File: config.mk
export PLATFORM = sky130hd
export DESIGN_NAME = ram_bank
export DESIGN_NICKNAME = d
export VERILOG_FILES = /design/src/rtl/ram_bank.sv
export SDC_FILE = /design/constraint.sdc
export NUM_CORES = 1
export LEC_CHECK = 0
export CORE_ASPECT_RATIO = 0.6
export CORE_MARGIN = 3
export CORE_UTILIZATION = 58
export DETAILED_ROUTE_END_ITERATION = 6
export GPL_ROUTABILITY_DRIVEN = 0
export MAX_ROUTING_LAYER = met4
export PLACE_DENSITY = 0.79
export SYNTH_ARGS = -nofsm -noshare
export SYNTH_HDL_FRONTEND = slang
export SYNTH_SLANG_ARGS = --single-unit
File: constraint.sdc
create_clock -name clk -period 7.15 [get_ports clk]
set_clock_uncertainty 0.1 [all_clocks]
set_input_delay 1.0725 -clock clk [delete_from_list [all_inputs] [get_ports clk]]
set_output_delay 1.0725 -clock clk [all_outputs]
set_load 0.05 [all_outputs]
File: src/rtl/ram_bank.sv
// ram_bank: register-based 1W/1R word memory with registered reads, write-first bypass and
// a clear sweep after reset or clr. Optional stored even parity under RAM_BANK_PARITY_EN.
`default_nettype none

module ram_bank #(
  parameter int WIDTH = 16,
  parameter int DEPTH = 8,
  parameter int AW    = $clog2(DEPTH)
) (
  input  logic             clk,
  input  logic             rst_n,
  input  logic             clr,
  input  logic             wr_en,
  input  logic [AW-1:0]    wr_addr,
  input  logic [WIDTH-1:0] wr_data,
  input  logic             rd_en,
  input  logic [AW-1:0]    rd_addr,
`ifdef RAM_BANK_PARITY_EN
  input  logic             wr_par_flip,
  output logic             rd_par_err,
`endif
  output logic [WIDTH-1:0] rd_data,
  output logic             rd_valid,
  output logic             busy
);

`ifdef RAM_BANK_PARITY_EN
  localparam int MW = WIDTH + 1;
`else
  localparam int MW = WIDTH;
`endif

  localparam logic [AW:0]   DEPTH_X  = (AW+1)'(DEPTH);
  localparam logic [AW-1:0] PTR_LAST = AW'(DEPTH - 1);

  typedef enum logic [0:0] {
    CLEAR = 1'b0,
    READY = 1'b1
  } state_t;

  state_t          state, state_nx;
  logic [AW-1:0]   ptr, ptr_nx;
  logic [MW-1:0]   mem [DEPTH];

  logic            wr_in, rd_in;
  logic            wr_fire, rd_fire, bypass;
  logic            mem_we;
  logic [AW-1:0]   mem_addr;
  logic [MW-1:0]   mem_data;
  logic [MW-1:0]   wr_word;
  logic [MW-1:0]   rd_word;
  logic [WIDTH-1:0] rd_data_nx;

  assign wr_in   = ({1'b0, wr_addr} < DEPTH_X);
  assign rd_in   = ({1'b0, rd_addr} < DEPTH_X);

  // clr takes priority over any access presented in the same cycle
  assign wr_fire = (state == READY) && wr_en && !clr && wr_in;
  assign rd_fire = (state == READY) && rd_en && !clr;
  assign bypass  = wr_fire && rd_in && (wr_addr == rd_addr);

`ifdef RAM_BANK_PARITY_EN
  assign wr_word = {(^wr_data) ^ wr_par_flip, wr_data};
`else
  assign wr_word = wr_data;
`endif

  always_ff @(posedge clk or negedge rst_n) begin
    if (!rst_n) begin
      state <= CLEAR;
      ptr   <= '0;
    end else begin
      state <= state_nx;
      ptr   <= ptr_nx;
    end
  end

  always_comb begin
    state_nx = state;
    ptr_nx   = ptr;
    busy     = 1'b0;
    case (state)
      CLEAR: begin
        busy = 1'b1;
        if (clr) begin
          ptr_nx = '0;
        end else if (ptr == PTR_LAST) begin
          state_nx = READY;
          ptr_nx   = '0;
        end else begin
          ptr_nx = ptr + AW'(1);
        end
      end
      READY: begin
        if (clr) begin
          state_nx = CLEAR;
          ptr_nx   = '0;
        end
      end
      default: begin
        state_nx = CLEAR;
        ptr_nx   = '0;
      end
    endcase
  end

  // Single write port shared by the sweep and functional writes
  always_comb begin
    mem_we   = 1'b0;
    mem_addr = wr_addr;
    mem_data = wr_word;
    if (busy) begin
      mem_we   = 1'b1;
      mem_addr = ptr;
      mem_data = '0;
    end else if (wr_fire) begin
      mem_we   = 1'b1;
    end
  end

  always_ff @(posedge clk) begin
    if (mem_we) begin
      mem[mem_addr] <= mem_data;
    end
  end

  assign rd_word    = rd_in ? mem[rd_addr] : '0;
  assign rd_data_nx = bypass ? wr_data : rd_word[WIDTH-1:0];

  always_ff @(posedge clk or negedge rst_n) begin
    if (!rst_n) begin
      rd_data    <= '0;
      rd_valid   <= 1'b0;
`ifdef RAM_BANK_PARITY_EN
      rd_par_err <= 1'b0;
`endif
    end else begin
      rd_valid <= rd_fire;
      if (rd_fire) begin
        rd_data    <= rd_data_nx;
`ifdef RAM_BANK_PARITY_EN
        // Out-of-range words read as all-zero, whose parity is clean
        rd_par_err <= bypass ? wr_par_flip : (^rd_word);
`endif
      end
    end
  end

endmodule

`default_nettype wire

======== Word-level counts from Yosys, hierarchy flattened ========
Memories as Yosys holds them, arrays and structs flattened. A register that Yosys moved wholly into a read port is not among the register bits.
Cells that the tools add are included.
storage, ports and cells
  flip-flop bits (word level) ............. 5
  memories ................................ 1
  word-level logic and storage cells ...... 29
  memory bits (writable) .................. 128
operators by class
  eq/ne operators ......................... 2
  add/sub/neg operators ................... 1
  bitwise logic cells ..................... 1
  muxes and demuxes ....................... 15
  reductions and logical operators ........ 6
memories
  memory  depth  width  read ports  clocked after memory_dff  write ports  RTL line  source
  mem     8      16     1           1                         1            43        logic [MW-1:0] mem [DEPTH];
operator list
  cell                                           count
  2-to-1 mux 16 bit                              1
  2-to-1 mux 3 bit                               4
  2-to-1 mux 1 bit                               8
  one-hot mux 3 bit (2 select lines)             1
  logical AND 1 bit                              4
  adder 3 x 1 -> 3 bit (second input constant)   1
  == test 3 bit (second input constant)          1
  zero test 1 bit                                2
  inequality test 2 bit (second input constant)  1
  one-hot mux 1 bit (2 select lines)             1
  inverter 1 bit                                 1

======== Logic depth before layout (Yosys ltp) ========
  depth after elaboration ................. 6
  gate-level depth with buffers ........... 6
  depth with buffers taken out ............ 5

======== Worst setup path after synthesis ========
Ideal clock, no wire load.
  path type ............................... input-to-reg
  start point ............................. input wr_addr[2]
  end point ............................... memory mem[2][0] (netlist name), enable pin
  slack ................................... 4.431 ns
  arrival time ............................ 2.230 ns
  required time ........................... 6.662 ns
  stages on the path ...................... 3
  library setup time ...................... 0.388 ns
  buffers on the path ..................... 0
  path through ............................ mux2i_4 or2b_1 nor2_1
between the ends
  cells in the longest elaborated chain, start to end .. 1
RTL lines
  what              RTL line  source
  from (decl)       14        input logic [AW-1:0] wr_addr,
  2-to-1 mux 3 bit  112       if (busy) begin
  to (decl)         43
No other way between the ends.

==> metrics.md <==
| Metric | Value |
|---|---|
| DR pass1 iterations | `4` |
| Crit path capture type | `flip-flop` |
| Cts repair resizes | `0` |
| Busiest grt layer | `met1` |
| Io pins | `45` |
| Mapped cell area | `6005 um^2` |
| Met1 Usage GRT | `34.68%` |
| Non-Filler Instances | `525` |
| Final #Nets | `406` |
| Worst-skew pair later-pin latency | `0.42 ns` |
| Final core occ | `71.78%` |
| GR Util All Layers | `23.88%` |
| CP Class | `in2reg` |
| CTS buffer count | `17` |
| Seq cells post-synth | `149` |
| Area Overhead vs Synth | `19.36%` |
| Hold_sp | `rd_data[8]$_DFFE_PN0P_` |
| M3 GR Usage | `6.635%` |
| Final worst slack | `3.845 ns` |
| Drt first-iter violations | `333` |
| Grt met2 use | `33.13%` |
| Max_slew headroom | `16.71%` |
| Max-cap violation count | `0` |
| Ys flop type | `edfxtp_1` |
| Worst EP required | `7.28 ns` |
| Mapped Cells | `318` |
| Pre-CTS WS | `3.376 ns` |
| RSZ-0062 raised after global routing | `false` |
| Row count | `28` |
| Vias in the first global route | `3248` |
| Initial antenna violation count | `0` |
| Max-slew violation count | `0` |
| Fin crit share | `46.23%` |
| WL/cell | `23.19 um` |
| Final ANT Viol Nets | `0` |
| Residual DRC | `0` |
| Port buffer count | `44` |
| Hold WC Path Type | `reg2reg` |
| Sink Count | `149` |
| Setup crit start | `rd_addr[2]` |
| Dpl cells | `493` |
| Footprint of the multi-input gates | `1481 um^2` |
| Status | `complete, no violations` |
| Largest net degree at the start of global routing | `34` |
| Htree depth | `4` |
| Synth Net Count | `347` |
| Number of flops mapped to enable cells by yosys | `128` |
| Share of post-route cells with drive strength above 1 | `21.79%` |
| Asr flop ratio synth | `14.09%` |
| Vias | `3129` |
| Clk buf depth | `2` |
| Core region area | `9985 um^2` |
| Hold buffer count at cts | `0` |
| Global-route wire length before repair | `18940 um` |
| Cell variety after synth | `33` |
| Setup TNS | `0 ns` |
| Clock transition at path regs | `0.06 ns` |
| CP Launch Type | `input pin` |
| Slew @ Worst Pin | `1.240 ns` |
| Peak supply drop | `0.2204 mV` |
| Final setup violation count | `0` |
| Commonest non-fill, non-tap cell in the layout | `edfxtp_1` |
| Total routed wirelength | `12180 um` |
| Root buf cell | `clkbuf_16` |
| Diodes inserted | `0` |
| Final hold violations | `0` |
| Vias/cell | `5.960` |
| Initial Util | `60.14%` |
| WP data arrival | `3.43 ns` |
| RR Startpoint | `state$_DFF_PN0_` |
| Avg Inst Size Synth | `18.88 um^2` |
| Seq. cell area | `4369 um^2` |
| Tmin final | `3.305 ns` |
| Setup bufs post-CTS | `0` |
| Global route overflow | `0` |
| TritonCTS clock tree | `built` |
| Pleak | `2.693 nW` |
| Crit-path max FO | `33` |
| Tightest hold margin | `0.4759 ns` |
| Hpwl dp | `7445 um` |
| Filler cells | `585` |
| Yosys warning count | `0` |
| Seq/Total Area, Yosys | `72.77%` |
| Fmax | `0.3025 GHz` |
| Die width | `137.4 um` |
| Cell Pwr Density | `291.9 nW/um^2` |
| Die Y | `84.82 um` |
| Full die area | `11650 um^2` |
| Commonest cells after routing, fill and taps aside | `edfxtp_1, clkdlybuf4s50_1, mux4_2` |
## path summary, 6_finish.rpt
kind	depth (start not counted)	slack, ns	end
worst max-delay path	5	3.84	rd_data[10]$_DFFE_PN0P_
worst min-delay path	2	0.48	rd_data[8]$_DFFE_PN0P_
worst max register to register	5	4.21	rd_data[10]$_DFFE_PN0P_
worst min register to register	2	0.48	rd_data[8]$_DFFE_PN0P_
max in group asynchronous	1	5.08	rd_data[14]$_DFFE_PN0P_
min in group asynchronous	1	1.18	state$_DFF_PN0_
## where the power goes
group	switching, mW	internal, mW
combinational	0.153	0.0999
clock	0.323	0.499
sequential	0.0210	0.997
total	0.496	1.60
## per-layer routing
layer	up-vias	routed length, um	share of wire, %
li1	1372	-	-
met1	1643	5639	46
met2	93	5783	47
met3	21	564	4.6
met4	0	189	1.6
met5	-	0	0
## cell usage after synthesis (all sizes together) (2+ instances only)
master,count,area [um^2]
edfxtp,128,3844
mux4,32,720.7
nor2,29,108.9
dfrtp,21,525.5
mux2i,20,216.5
inv,17,63.81
nand2,17,63.81
a221oi,15,187.7
buf,10,62.56
clkbuf,6,23.77
nand2b,3,18.77
xnor2,3,33.79
a21oi,2,10.01
a31oi,2,12.51
ha,2,25.02
nor2b,2,12.51
## kinds of logic after synthesis
logic type | after synthesis | share of synthesized area [%]
xor+xnor | 3 | 0.5627
fa+ha+maj | 2 | 0.4167
simple gates | 57 | 4.293
flops | 149 | 72.77
compound gates | 21 | 3.792
buf+inv | 34 | 2.563
mux | 52 | 15.61
## registers in the layout, summed over array words and instances (netlist names)
register and count:
rd_valid 1, rd_data 16, state 1, mem 128
ptr 3
## worst max-delay path, cell delays in order
cell and delay, ns:
clkdlybuf4s50_1 0.45, buf_4 0.42, xnor2_2 0.19, nor4_4 1.03
a221oi_1 0.26
## cell type report
cell class                 instances  share of cell area (%)
sequential                       149                   60.96
multi-input combinational        135                   20.67
timing repair buffer              56                   7.332
clock buffer                      21                   6.564
tap                              135                   2.357
clock inverter                    11                   1.170
inverter                          18                  0.9427
## through the flow
stage	cell area (um^2)	total power, mW
2_1_floorplan	6005	1.192
3_3_place_gp	6613	1.279
3_5_place_dp	6613	1.287
4_1_cts	7167	2.110
5_1_grt	7167	2.169
6_report	7167	2.092
Note: power is estimated with default switching activity, not from simulation.
